<file path="config.mk">
export PLATFORM = sky130hd
export DESIGN_NAME = spi_slave_flat
export DESIGN_NICKNAME = d
export VERILOG_FILES = /design/src/rtl/spi_slave_if.sv /design/src/rtl/spi_slave.sv /design/src/flat_wrapper.sv
export SDC_FILE = /design/constraint.sdc
export NUM_CORES = 1
export LEC_CHECK = 0
export ABC_CLOCK_PERIOD_IN_PS = 4850
export CAP_MARGIN = 20
export CORE_UTILIZATION = 28
export DETAILED_ROUTE_END_ITERATION = 8
export PLACE_DENSITY = 0.52
export SYNTH_ARGS = -nofsm -noshare
export SYNTH_HDL_FRONTEND = slang
export SYNTH_SLANG_ARGS = --single-unit
</file>
<file path="constraint.sdc">
create_clock -name clk_cpu -period 4.85 [get_ports clk_cpu]
set_input_delay 0.97 -clock clk_cpu [delete_from_list [all_inputs] [get_ports clk_cpu]]
set_output_delay 0.97 -clock clk_cpu [all_outputs]
set_load 0.01 [all_outputs]
</file>
<file path="src/rtl/spi_slave_if.sv">
// spi_slave_if: CPU memory-bus port of spi_slave.
// The CPU side uses the master modport; the peripheral uses slave.
interface spi_slave_if;
    logic [31:0] cpu_addr;
    logic [31:0] cpu_wdata;
    logic [3:0]  cpu_wstrb;
    logic        cpu_valid;
    logic        cpu_instr;
    logic        mem_ready;
    logic [31:0] mem_rdata;
    modport master (
        output cpu_addr, cpu_wdata, cpu_wstrb, cpu_valid, cpu_instr,
        input  mem_ready, mem_rdata
    );
    modport slave (
        input  cpu_addr, cpu_wdata, cpu_wstrb, cpu_valid, cpu_instr,
        output mem_ready, mem_rdata
    );
endinterface

</file>
<file path="src/rtl/spi_slave.sv">
// spi_slave: memory-mapped SPI slave, pins oversampled in clk_cpu, double-buffered TX, one RX word.
// Define SPI_SLAVE_MISO_TRISTATE_EN to release MISO when deselected or idle.
module spi_slave #(
    parameter logic [31:0] BASE_ADDR = 32'h30,
    parameter int          DATA_W    = 16
) (
    input  logic       clk_cpu,
    input  logic       rst,
    spi_slave_if.slave bus,
    input  logic       SCK,
    input  logic       MOSI,
    output logic       MISO,
    input  logic       SS,
    output logic       interrpt
);
    typedef enum logic [1:0] {IDLE, SHIFT, DONE} state_t;
    state_t state, state_nx;
    logic [4:0] ctrl;
    logic [DATA_W-1:0] tx_buf, tx_sh, rx_sh, rx_data;
    logic tx_full, rx_full, overrun, underrun, frame_err;
    logic cpol_l, cpha_l, lsb_l;
    logic [5:0] bit_cnt;
    logic [2:0] sck_s, ss_s;
    logic [1:0] mosi_s;
    logic hit, wr, rd;
    logic [1:0] reg_sel;
    logic [31:0] rd_val, wmask;
    logic start, abort, lead, trail, sample, shift, last, miso_bit;

    assign hit = bus.cpu_valid & ~bus.cpu_instr & (bus.cpu_addr >= BASE_ADDR) & (bus.cpu_addr <= BASE_ADDR + 32'd3);
    assign wr = hit & |bus.cpu_wstrb;
    assign rd = hit & ~|bus.cpu_wstrb;
    assign reg_sel = 2'(bus.cpu_addr - BASE_ADDR);
    assign wmask = {{8{bus.cpu_wstrb[3]}}, {8{bus.cpu_wstrb[2]}}, {8{bus.cpu_wstrb[1]}}, {8{bus.cpu_wstrb[0]}}};
    assign rd_val = reg_sel == 2'd0 ? 32'(ctrl) :
                    reg_sel == 2'd1 ? 32'(tx_buf) :
                    reg_sel == 2'd2 ? 32'(rx_data) :
                    32'({frame_err, underrun, overrun, tx_full, rx_full, state != IDLE});

    // Edges are judged against the CPOL captured at frame start, not the live CTRL bit
    assign lead = (sck_s[1] != sck_s[2]) & (sck_s[2] == cpol_l);
    assign trail = (sck_s[1] != sck_s[2]) & (sck_s[1] == cpol_l);
    assign sample = (state == SHIFT) & (cpha_l ? trail : lead);
    assign shift = (state == SHIFT) & (cpha_l ? lead & (bit_cnt != 6'd0) : trail);
    assign last = bit_cnt == 6'(DATA_W - 1);
    assign start = (state == IDLE) & ctrl[0] & ss_s[2] & ~ss_s[1];
    assign abort = (state == SHIFT) & (~ctrl[0] | (~ss_s[2] & ss_s[1]));
    assign miso_bit = lsb_l ? tx_sh[0] : tx_sh[DATA_W-1];

`ifdef SPI_SLAVE_MISO_TRISTATE_EN
    assign MISO = (ss_s[1] | state == IDLE) ? 1'bz : (state == SHIFT) & miso_bit;
`else
    assign MISO = (state == SHIFT) & miso_bit;
`endif

    always_ff @(posedge clk_cpu or posedge rst) begin
        if (rst) state <= IDLE;
        else state <= state_nx;
    end

    always_comb begin
        state_nx = state;
        state_nx = state == IDLE ? (start ? SHIFT : IDLE) :
                   state == SHIFT ? (abort ? IDLE : (sample & last) ? DONE : SHIFT) : IDLE;
    end

    always_ff @(posedge clk_cpu or posedge rst) begin
        if (rst) begin
            sck_s <= '0;
            ss_s <= '0;
            mosi_s <= '0;
            ctrl <= '0;
            tx_buf <= '0;
            tx_sh <= '0;
            rx_sh <= '0;
            rx_data <= '0;
            tx_full <= 1'b0;
            rx_full <= 1'b0;
            overrun <= 1'b0;
            underrun <= 1'b0;
            frame_err <= 1'b0;
            cpol_l <= 1'b0;
            cpha_l <= 1'b0;
            lsb_l <= 1'b0;
            bit_cnt <= '0;
            bus.mem_ready <= 1'b0;
            bus.mem_rdata <= '0;
            interrpt <= 1'b0;
        end else begin
            sck_s <= {sck_s[1:0], SCK};
            ss_s <= {ss_s[1:0], SS};
            mosi_s <= {mosi_s[0], MOSI};
            bus.mem_ready <= hit;
            bus.mem_rdata <= hit ? rd_val : 32'd0;
            interrpt <= ctrl[4] & (rx_full | overrun);
            if (wr & reg_sel == 2'd3 & bus.cpu_wstrb[0]) begin
                overrun <= overrun & ~bus.cpu_wdata[3];
                underrun <= underrun & ~bus.cpu_wdata[4];
                frame_err <= frame_err & ~bus.cpu_wdata[5];
            end
            if (wr & reg_sel == 2'd0) ctrl <= 5'((32'(ctrl) & ~wmask) | (bus.cpu_wdata & wmask));
            if (start) begin
                cpol_l <= ctrl[1];
                cpha_l <= ctrl[2];
                lsb_l <= ctrl[3];
                bit_cnt <= '0;
                tx_sh <= tx_full ? tx_buf : '0;
                tx_full <= 1'b0;
                if (!tx_full) underrun <= 1'b1;
            end
            // A write landing in the load cycle refills the buffer after the old word is taken
            if (wr & reg_sel == 2'd1) begin
                tx_buf <= DATA_W'((32'(tx_buf) & ~wmask) | (bus.cpu_wdata & wmask));
                tx_full <= 1'b1;
            end
            if (sample) begin
                rx_sh <= lsb_l ? {mosi_s[1], rx_sh[DATA_W-1:1]} : {rx_sh[DATA_W-2:0], mosi_s[1]};
                bit_cnt <= bit_cnt + 6'd1;
            end
            if (shift) tx_sh <= lsb_l ? tx_sh >> 1 : tx_sh << 1;
            if (abort & ctrl[0]) frame_err <= 1'b1;
            if (rd & reg_sel == 2'd2) rx_full <= 1'b0;
            if (state == DONE) begin
                if (!rx_full | (rd & reg_sel == 2'd2)) begin
                    rx_data <= rx_sh;
                    rx_full <= 1'b1;
                end else overrun <= 1'b1;
            end
        end
    end
endmodule

</file>
<file path="src/flat_wrapper.sv">
// flat-port wrapper written by rule: the top's interface ports become plain ports
module spi_slave_flat 
#(
    parameter logic [31:0] BASE_ADDR = 32'h30,
    parameter int          DATA_W    = 16
)
  (clk_cpu, rst, SCK, MOSI, MISO, SS, interrpt, bus_cpu_addr, bus_cpu_wdata, bus_cpu_wstrb, bus_cpu_valid, bus_cpu_instr, bus_mem_ready, bus_mem_rdata);
  spi_slave_if bus_i ();
  input  logic clk_cpu;
  input  logic rst;
  input  logic SCK;
  input  logic MOSI;
  output logic MISO;
  input  logic SS;
  output logic interrpt;
  input wire logic [$bits(bus_i.cpu_addr)-1:0] bus_cpu_addr;
  input wire logic [$bits(bus_i.cpu_wdata)-1:0] bus_cpu_wdata;
  input wire logic [$bits(bus_i.cpu_wstrb)-1:0] bus_cpu_wstrb;
  input wire logic [$bits(bus_i.cpu_valid)-1:0] bus_cpu_valid;
  input wire logic [$bits(bus_i.cpu_instr)-1:0] bus_cpu_instr;
  output wire logic [$bits(bus_i.mem_ready)-1:0] bus_mem_ready;
  output wire logic [$bits(bus_i.mem_rdata)-1:0] bus_mem_rdata;
  assign bus_i.cpu_addr = bus_cpu_addr;
  assign bus_i.cpu_wdata = bus_cpu_wdata;
  assign bus_i.cpu_wstrb = bus_cpu_wstrb;
  assign bus_i.cpu_valid = bus_cpu_valid;
  assign bus_i.cpu_instr = bus_cpu_instr;
  assign bus_mem_ready = bus_i.mem_ready;
  assign bus_mem_rdata = bus_i.mem_rdata;
  spi_slave #(.BASE_ADDR(BASE_ADDR), .DATA_W(DATA_W)) u_core (.clk_cpu(clk_cpu), .rst(rst), .bus(bus_i), .SCK(SCK), .MOSI(MOSI), .MISO(MISO), .SS(SS), .interrpt(interrpt));
endmodule
</file>
### Word level (Yosys, flattened, before mapping)

Cells that the tools add are included.

* add/subtract/negate cells: 2
* order comparisons: 2
* equality and inequality tests: 9
* muxes and demuxes: 32
* bitwise logic cells: 43
* reductions and logical operators: 12

Operator list (count)
* $mux W16: 6
* $mux W32: 3
* $and A16 B16 Y16: 2
* $ge A32 B6 Y1 const B: 1
* $le A32 B6 Y1 const B: 1
* $and A1 B1 Y1: 27
* $mux W1: 17
* $not A16 Y16: 1
* $or A16 B16 Y16: 1
* $mux W6: 2
* $reduce_bool A2 Y1: 5
* $mux W2: 4
* $not A1 Y1: 7
* $add A6 B1 Y6 const B: 1
* $eq A2 B2 Y1 const B: 3
* $eq A6 B4 Y1 const B: 1
* $reduce_bool A6 Y1: 1
* $and A5 B5 Y5: 1
* $or A5 B5 Y5: 1
* $eq A2 B1 Y1 const B: 2
* $logic_not A2 Y1: 2
* $reduce_or A4 Y1: 1
* $or A1 B1 Y1: 3
* $eq A1 B1 Y1: 2
* other kinds (4): 5

* register bits: 127
* input port bits: 75
* output and inout bits: 35
* logic and storage cells: 121

### Depth between registers and ports, before layout

Gate-level depths: netlist (run 1).

* word-level depth: 10
* mapped depth: 7
* mapped depth without buffers: 6

### Worst setup path before layout (run 1)

Ideal clock, no wire load.

* path type: input -> register
* start: input bus_cpu_instr
* end: register with a tool-made name
* library setup time: 125 ps
* arrival: 2204 ps
* data required time: 4725 ps
* slack: 2521 ps
* stages: 4
* path buffers: 0
* path through: nor4_4 > nand4_4 > nor3_4 > mux2_2

RTL lines
* from (decl): RTL line flat_wrapper.sv:20 `input wire logic [$bits(bus_i.cpu_instr)-1:0] bus_cpu_instr;`

### Worst setup path after layout (run 1)

* start: register u_core.state[1]
* end: output MISO

* word-level cells in the longest chain between the ends: 2

Ends and longest elaborated chain
* from (decl): RTL line spi_slave.sv:17 `state_t state, state_nx;`
* from (signal assigned): RTL line spi_slave.sv:58 `else state <= state_nx;`
* $eq A2 B1 Y1: RTL line spi_slave.sv:53 `assign MISO = (state == SHIFT) & miso_bit;`
* $and A1 B1 Y1: RTL line spi_slave.sv:53
* to (decl): RTL line flat_wrapper.sv:13 `output logic MISO;`

Every way passes these cells.

==> flow_summary.toml, run 1 <==
[status]
status = "completed"

[setup_path]
endpoint_kind = "primary output"
cp_max_fo = 24
arrival_ns = 2.14
worst-setup-path-type = "reg2out"
reg2reg_setup_slack_ns = 2.12
cp-start-kind = "register"
r2r-start = "u_core.cpol_l"
reg2reg_depth = 4
cp.required_ns = 3.88
regToRegEndpoint = "u_core.rx_sh[13]"

[place]
portBuffers = 77
placed_cell_area_um2 = 6890
gp_congestion = 0.734
dp_hpwl_um = 9980
dp_slack_ns = 1.51

[timing]
maxSlewViolCount = 0
finalHoldViolCount = 0
relSlewSlack = 0.279
skew_ns = 0.0102
final.period_utilization = 0.641
min_period_ns = 3.11
worstMarginPinSlew_ns = 1.06
fin_ws_ns = 1.74
fmax_ghz = 0.322
rsz0062_at_grt = "false"
setup_tns_ns = 0
holdWs_ns = 0.353
setup_violations = 0

[finish]
fin_area_um2 = 7180
post_route_cells_drive_above_1_share = 0.126
antenna_cells = 0
nets = 657
fillers = 2037
syn_to_final_growth_pct = 20.9

[synth]
synth_cell_types = 52
ys_ff_latch = 111
synthFlopType = "dfrtp_1"
async_reset_ff_frac = 1.00
synth_area_leaders = "dfrtp_1 47%, mux2i_1 11%, mux2_2 4.7%"
synth_edf_count = 0
yosys_warnings = 0
synth_top_area_frac = 0.467
synth.avg_cell_area_um2 = 11.4
ys_seq_area_frac = 0.467
synth.largest_area_cell = "dfrtp_1"
synthCells = 523
synth_area_um2 = 5940

[pwr]
power_frac_clock = 0.423
p_sw_frac = 0.231
power.leakage_uw = 0.00302
p_per_area_nw_per_um2 = 250
total_power_uw = 1800
p_seq_frac = 0.517
switchingPower_uw = 415
vdd_drop_max_mv = 0.163
p_comb_frac = 0.061
intPower_uw = 1380

[clock_tree]
hold_buffers = 0
clk_latency_ns = 0.36
post_cts_buffers = 0
cts_buffers = 9
cts_resized = 0
cts_buffer_depth = 2
cts_tree = "built"
cts.sinks = 111
htree_levels = 3
clockRootBuffer = "clkbuf_16"
clk_pin_slew_ns = 0.07

[die]
core-area_um2 = 20500
row_count = 52
die_height_um = 148
ioPinCount = 110
die_x_um = 148
die_area_um2 = 21800
start_util = 0.290

[grt]
track_usage = 0.138
grt_max_degree = 54
grt_pass1_wl_um = 23500
grt_pass1_vias = 4269
antenna_found_initial = 0
gr-total-overflow = 0

[run]
drv_cap = 0

[drt]
firstDrtPassIters = 5
vias = 4329
post_drt_via_cell_ratio = 5.06
wl_per_cell_um = 17.1
drt-total-wl_um = 14600
drc = 0
drt_iter0_markers = 242
ant_nets = 0

[min_path]
holdPathEnd = "u_core.sck_s[1]"
min_from = "u_core.sck_s[0]"
hold_path_class = "reg2reg"
hold_depth = 0
==> per-stage QoR <==
step | std cells | utilization
5_1_grt | 855 | 0.350
3_5_place_dp | 839 | 0.336
4_1_cts | 855 | 0.350
6_report | 855 | 0.350
3_3_place_gp | 837 | 0.334
2_1_floorplan | 538 | -
==> placed cells by master (no fill, tap or decap), types with 9 or more instances in the layout <==
master	n
o311ai_1	16
o21ai_0	54
nand2_1	26
clkdlybuf4s50_1	77
dfrtp_1	111
clkbuf_16	9
nor2_1	15
conb_1	16
mux2i_1	64
a22oi_1	12
a221oi_1	16
nor3b_1	16
mux2_2	25
and2_1	37
==> cell families (layout without fill, tap and decap cells) <==
kind of cell | Yosys count | after routing | synth area share
buf+inv | 59 | 106 | 0.0550
simple gates | 138 | 138 | 0.164
xor+xnor | 1 | 1 | 0.00147
other cells | 1 | 16 | 0.000631
compound gates | 117 | 117 | 0.136
fa+ha+maj | 2 | 2 | 0.00421
flops | 111 | 111 | 0.467
mux | 94 | 94 | 0.172
==> power by group through the flow <==
| stage | Clock [uW] | Combinational (uW) | Sequential [uW] |
|---|---|---|---|
| after floorplan | 0 | 49.4 | 948 |
| after global placement | 0 | 109 | 948 |
| after detailed placement | 0 | 111 | 948 |
| after CTS | 785 | 111 | 930 |
| after global routing | 826 | 118 | 930 |
| final | 760 | 109 | 930 |
==> worst max-delay path by stage <==
stage	startpoint	endpoint	cells after the start
5_1_grt	u_core.state[1]	MISO	3
3_5_place_dp	bus_cpu_addr[17]	register	5
6_report	u_core.state[1]	MISO	3
2_1_floorplan	rst	async pin	1
3_3_place_gp	bus_cpu_addr[14]	register	5
4_1_cts	u_core.state[1]	MISO	3
==> layout make-up <==
| class | count | area (um2) | area share |
|---|---|---|---|
| sequential | 111 | 2780 | 0.387 |
| inverter | 5 | 21.3 | 0.00296 |
| clock inverter | 7 | 71.3 | 0.00993 |
| multi-input combinational | 368 | 2900 | 0.403 |
| clock buffer | 9 | 225 | 0.0314 |
| timing repair buffer | 85 | 851 | 0.118 |
| tap | 270 | 338 | 0.0470 |
==> worst max-delay path: stages, from the launching register on <==
cell and delay, ns:
dfrtp_1 0.41, nand2b_1 0.54, nor2_1 0.25, clkdlybuf4s50_1 0.57
==> layer usage <==
layer  track usage  routed length [um]
met2         0.222                7120
met4        0.0325                 106
met1         0.187                6810
met5             0                   0
met3        0.0330                 575
==> cells in the mapped netlist (2+ instances only) <==
library cell  count
nor2b_1           6
mux2_2           25
nand3_1           3
nor3_1            2
mux4_2            4
nor2_1           15
o211ai_1          2
buf_2             6
o31ai_1           4
a211oi_1          4
and2_1           37
nor3_4            3
o21ai_0          54
mux2i_1          65
nor3b_1          16
inv_1             4
a22oi_1          12
a31o_2            2
nor4_4            6
buf_6             5
o311ai_1         16
nand4_4           2
a221oi_1         16
nor4b_1           2
nand2_1          26
clkbuf_1         26
dfrtp_1         111
ha_1              2
nand2b_1          7
nand4_1           3
buf_4            16
No activity file was read; power rests on OpenSTA's default activity.
==> run 2: changes to the inputs <==
--- a/config.mk
+++ b/config.mk
@@ -5,7 +5,7 @@
 export SDC_FILE = /design/constraint.sdc
 export NUM_CORES = 1
 export LEC_CHECK = 0
-export ABC_CLOCK_PERIOD_IN_PS = 4850
+export ABC_CLOCK_PERIOD_IN_PS = 3000
 export CAP_MARGIN = 20
 export CORE_UTILIZATION = 28
 export DETAILED_ROUTE_END_ITERATION = 8
==> constraint.sdc (replaced) <==
create_clock -name clk_cpu -period 3 [get_ports clk_cpu]
set_input_delay 0.6 -clock clk_cpu [delete_from_list [all_inputs] [get_ports clk_cpu]]
set_output_delay 0.6 -clock clk_cpu [all_outputs]
set_load 0.01 [all_outputs]
==> run 2 against run 1 <==
Effect of this change: critical endpoint unchanged; register-to-register slack lost 1.3 ns; design area grew 0.82%; clock power up 54%; critical path type unchanged; via count down 1.2%; clock skew shrank 0.0026 ns; worst hold slack lost 0.0036 ns; largest power group unchanged; sequential share of layout area shrank 0.31 points.
==> flow_summary.toml, run 2 (synthesized netlist as in run 1, its figures left out) <==
[clock_tree]
cts_resized = 0
cts.sinks = 111
clockRootBuffer = "clkbuf_16"
cts_tree = "built"
clk_pin_slew_ns = 0.07
clk_latency_ns = 0.35
htree_levels = 3
cts_buffer_depth = 2
hold_buffers = 0
post_cts_buffers = 0
cts_buffers = 9

[setup_path]
worst-setup-path-type = "reg2out"
arrival_ns = 1.79
cp.required_ns = 2.40
cpPeakStageDelay_ns = 0.60
cp-start-kind = "register"
endpoint_kind = "primary output"
cpMaxStageDelayCell = "clkdlybuf4s50_1"
reg2reg_setup_slack_ns = 0.82
cp_max_fo = 5
worstPathCellList = "nand2b_1 > nor2_1 > clkdlybuf4s50_1"

[grt]
grt_pass1_wl_um = 23600
grt_pass1_vias = 4428
antenna_found_initial = 0
track_usage = 0.138
grt_max_degree = 50
gr-total-overflow = 0

[drt]
drc = 0
drt-total-wl_um = 14400
vias = 4276
post_drt_via_cell_ratio = 4.96
firstDrtPassIters = 4
wl_met2_um = 7060
met3_length_um = 499
ant_nets = 0
m1WireLength_um = 6620
wl_per_cell_um = 16.7
top_layer_used = "met4"
drt_iter0_markers = 393

[run]
drv_cap = 0

[finish]
layout_commonest_cell = "dfrtp_1"
post_route_cells_drive_above_1_share = 0.133
antenna_cells = 0
final_cell_mix = "111 x dfrtp_1, 77 x clkdlybuf4s50_1, 65 x mux2i_1"
nets = 665
fillers = 2054
layoutNonFillerInstCount = 862
syn_to_final_growth_pct = 21.9

[place]
portBuffers = 77
dp.cells = 847
dp_hpwl_um = 10100
gp_congestion = 0.768

[timing]
worstMarginPinSlew_ns = 1.08
rsz0062_at_grt = "false"
relSlewSlack = 0.282
fmax_ghz = 0.419
finalHoldViolCount = 0
skew_ns = 0.00759
setup_tns_ns = 0
final.period_utilization = 0.795
setup_violations = 0
min_period_ns = 2.39
maxSlewViolCount = 0

[status]
status = "completed"

[die]
core-area_um2 = 20500
die_area_um2 = 21800
die_height_um = 148
ioPinCount = 110
row_count = 52
start_util = 0.290
die_x_um = 148

[pwr]
p_per_area_nw_per_um2 = 395
power.leakage_uw = 0.00305
vdd_drop_max_mv = 0.208

[min_path]
hold_path_class = "reg2reg"
-- run 2: cell count changes in the layout (fill, tap and decap cells not counted), moves of 2 or more --
cell,delta
buf_4,+6
clkinvlp_4,+3
inv_6,-2
clkinv_2,-3
clkbuf_8,+3
buf_12,+2
-- run 2: layout make-up --
cell class | count | area [um2] | share of cell area
clock buffer | 13 | 270 | 0.0373
multi-input combinational | 368 | 2890 | 0.400
tap | 270 | 338 | 0.0467
timing repair buffer | 93 | 923 | 0.128
sequential | 111 | 2780 | 0.384
inverter | 5 | 22.5 | 0.00311
clock inverter | 2 | 15.0 | 0.00207
-- run 2: stage by stage --
step	setup WS, ns	hold WS, ns	cell area, um2	util	power [uW]
after floorplan	1.04	0.331	6000	-	1610
after global placement	0.265	0.333	6940	0.339	1720
after detailed placement	0.240	0.335	6960	0.339	1720
after CTS	0.558	0.351	7240	0.353	2900
after global routing	0.521	0.361	7240	0.353	2980
final	0.614	0.349	7240	0.353	2860
-- run 2: metal layers --
layer | track usage | up-vias
met3 | 0.0194 | 14
met2 | 0.227 | 72
met1 | 0.183 | 2160
met5 | 0 | -
met4 | 0.0521 | 0
li1 | - | 2030
-- run 2: power by group --
part,switching [uW],internal [uW],leakage (uW)
Clock,544,629,0.000134
Sequential,2.65,1500,0.00152
Combinational,91.3,92.0,0.00139
-- run 2: path summary, 6_finish.rpt --
check,start,end,cells past startpoint
max,u_core.state[1],MISO,3
min,u_core.sck_s[0],u_core.sck_s[1],0
max reg2reg,u_core.cpol_l,u_core.rx_sh[12],5
min reg2reg,u_core.sck_s[0],u_core.sck_s[1],0
max in group asynchronous,rst,u_core.rx_sh[13],3
min in group asynchronous,rst,async pin,2
-- run 2: worst max-delay path: cells and delay by family, from the launching register on --
| family | cells | cell delay [ns] |
|---|---|---|
| buffers and inverters | 1 | 0.60 |
| flip-flops | 1 | 0.41 |
| AND/OR/NAND/NOR | 2 | 0.42 |
==> run 3: changes to the inputs <==
--- a/config.mk
+++ b/config.mk
@@ -5,11 +5,11 @@
 export SDC_FILE = /design/constraint.sdc
 export NUM_CORES = 1
 export LEC_CHECK = 0
-export ABC_CLOCK_PERIOD_IN_PS = 3000
+export ABC_CLOCK_PERIOD_IN_PS = 1950
 export CAP_MARGIN = 20
 export CORE_UTILIZATION = 28
 export DETAILED_ROUTE_END_ITERATION = 8
-export PLACE_DENSITY = 0.52
+export PLACE_DENSITY = 0.54
 export SYNTH_ARGS = -nofsm -noshare
 export SYNTH_HDL_FRONTEND = slang
 export SYNTH_SLANG_ARGS = --single-unit
==> constraint.sdc (replaced) <==
create_clock -name clk_cpu -period 1.95 [get_ports clk_cpu]
set_input_delay 0.39 -clock clk_cpu [delete_from_list [all_inputs] [get_ports clk_cpu]]
set_output_delay 0.39 -clock clk_cpu [all_outputs]
set_load 0.01 [all_outputs]
==> run 3 against run 2 <==
Effect of this change: highest routed layer unchanged; worst setup slack got worse by 0.63 ns; the flow now finishes with violations (negative setup slack); sequential share of layout area down 2.4 points; critical path depth is 2 higher.
==> flow_summary.toml, run 3 (synthesized netlist as in run 1, its figures left out) <==
[timing]
final.period_utilization = 1.01
finalHoldViolCount = 0
fmax_ghz = 0.508
holdWs_ns = 0.352
setup_tns_ns = -0.0319
relSlewSlack = 0.633
min_period_ns = 1.97
setup_violations = 3
fin_ws_ns = -0.0184
maxSlewViolCount = 0
worstMarginPinSlew_ns = 0.550
rsz0062_at_grt = "true"
skew_ns = 0.00596

[setup_path]
worst-setup-path-type = "in2reg"
cp_max_fo = 12
arrival_ns = 2.17
cpLargestDelayFamily = "simple AND/OR/NAND/NOR gates"
regToRegEndpoint = "u_core.tx_sh[9]"
cpMaxStageDelayCell = "or4_4"
worstPathCellList = "clkdlybuf4s50_1 > or4_4 > nand2b_4 > a221oi_1 > o311ai_2"
worst-path-buf-inv = 1
reg2reg_setup_slack_ns = 0.10
cp-start-kind = "input port"
cp.required_ns = 2.16
endpoint_kind = "register"
r2r-start = "u_core.bit_cnt[0]"
cpPeakStageDelay_ns = 0.57
reg2reg_depth = 7

[place]
dp_hpwl_um = 10500
gp_congestion = 0.785
portBuffers = 77
dp.cells = 870
placed_cell_area_um2 = 7180

[status]
status = "finished with violations"
violations = "negative setup slack"

[pwr]
power_frac_clock = 0.428
power.leakage_uw = 0.00346
p_per_area_nw_per_um2 = 588
p_sw_frac = 0.218
switchingPower_uw = 991
intPower_uw = 3550
p_seq_frac = 0.509
vdd_drop_max_mv = 0.340
total_power_uw = 4540
p_comb_frac = 0.063

[finish]
post_route_cells_drive_above_1_share = 0.201
syn_to_final_growth_pct = 30.0
layout_commonest_cell = "dfrtp_1"
fillers = 1982
final_cell_mix = "111 x dfrtp_1, 64 x mux2i_1, 55 x clkdlybuf4s50_1"
nets = 695
antenna_cells = 0
fin_area_um2 = 7720
layoutNonFillerInstCount = 893

[drt]
wl_per_cell_um = 16.8
vias = 4416
drt-total-wl_um = 15000
ant_nets = 0
drc = 0
firstDrtPassIters = 4
post_drt_via_cell_ratio = 4.95
drt_iter0_markers = 265

[die]
die_area_um2 = 21800
row_count = 52
die_x_um = 148
core-area_um2 = 20500
start_util = 0.290
ioPinCount = 110
die_height_um = 148

[min_path]
min_from = "u_core.ss_s[0]"
hold_depth = 0
hold_path_class = "reg2reg"
holdPathEnd = "u_core.ss_s[1]"

[grt]
grt_pass1_vias = 4559
track_usage = 0.144
antenna_found_initial = 0
gr-total-overflow = 0
grt_pass1_wl_um = 24900
grt_max_degree = 80

[clock_tree]
cts.sinks = 111
clockRootBuffer = "clkbuf_16"
cts_buffer_depth = 2
clk_latency_ns = 0.35
htree_levels = 3
cts_buffers = 9
clk_pin_slew_ns = 0.07
cts_tree = "built"

[run]
drv_cap = 0
-- run 3: changes by cell type in the layout (fill, tap and decap cells not counted), sizes merged --
cell,previous run,this run
buf,16,43
bufinv,0,1
clkbuf,13,14
clkdlybuf4s50,77,55
clkinv,0,1
clkinvlp,3,2
dlygate4sd2,0,2
dlymetal6s2s,0,20
inv,4,5
nand2b,8,9
-- run 3: routing by layer --
metal	part of all wire	vias up	track usage
li1	-	2096	-
met1	0.46	2208	0.200
met2	0.49	90	0.224
met3	0.032	22	0.0194
met4	0.022	0	0.0582
met5	0	-	0
-- run 3: how the worst max path moves through the flow --
stage,start,end,cells past startpoint
floorplan,u_core.bit_cnt[0],u_core.tx_sh[8],7
global route,bus_cpu_wstrb[1],u_core.rx_data[7],5
detailed placement,bus_cpu_wstrb[0],u_core.rx_data[12],5
CTS,bus_cpu_addr[25],register,7
global placement,bus_cpu_wstrb[0],u_core.rx_data[13],5
finish,bus_cpu_wstrb[1],u_core.rx_data[12],5
-- run 3: power groups by stage --
stage                     combinational, uW  clock [uW]  sequential [uW]
after floorplan                         123           0             2360
after global placement                  290           0             2360
after detailed placement                293           0             2360
after CTS                               296        2020             2310
after global routing                    312        2110             2310
final                                   287        1950             2310
-- run 3: cell type report --
cell class / count / area (um2) / area share
Sequential cell: 111 / 2780 / 0.360
Multi-Input combinational cell: 369 / 3000 / 0.388
Tap cell: 270 / 338 / 0.0437
Clock inverter: 4 / 51.3 / 0.00664
Inverter: 5 / 22.5 / 0.00292
Clock buffer: 12 / 267 / 0.0345
Timing Repair Buffer: 122 / 1270 / 0.165
-- run 3: repair_timing --
action                     CTS  global route
buffers inserted             0             5
hold buffers                 0             0
pin swaps                    4             8
setup endpoints to repair   22            67
gates resized for setup      5            33
cloned                       1             1
-- run 3: per-stage QoR --
| step | worst slack (ns) | util |
|---|---|---|
| floorplan | 0.159 | - |
| global placement | -0.517 | 0.350 |
| detailed placement | -0.561 | 0.350 |
| CTS | 0.00242 | 0.367 |
| global route | -0.0992 | 0.377 |
| finish | -0.0184 | 0.377 |
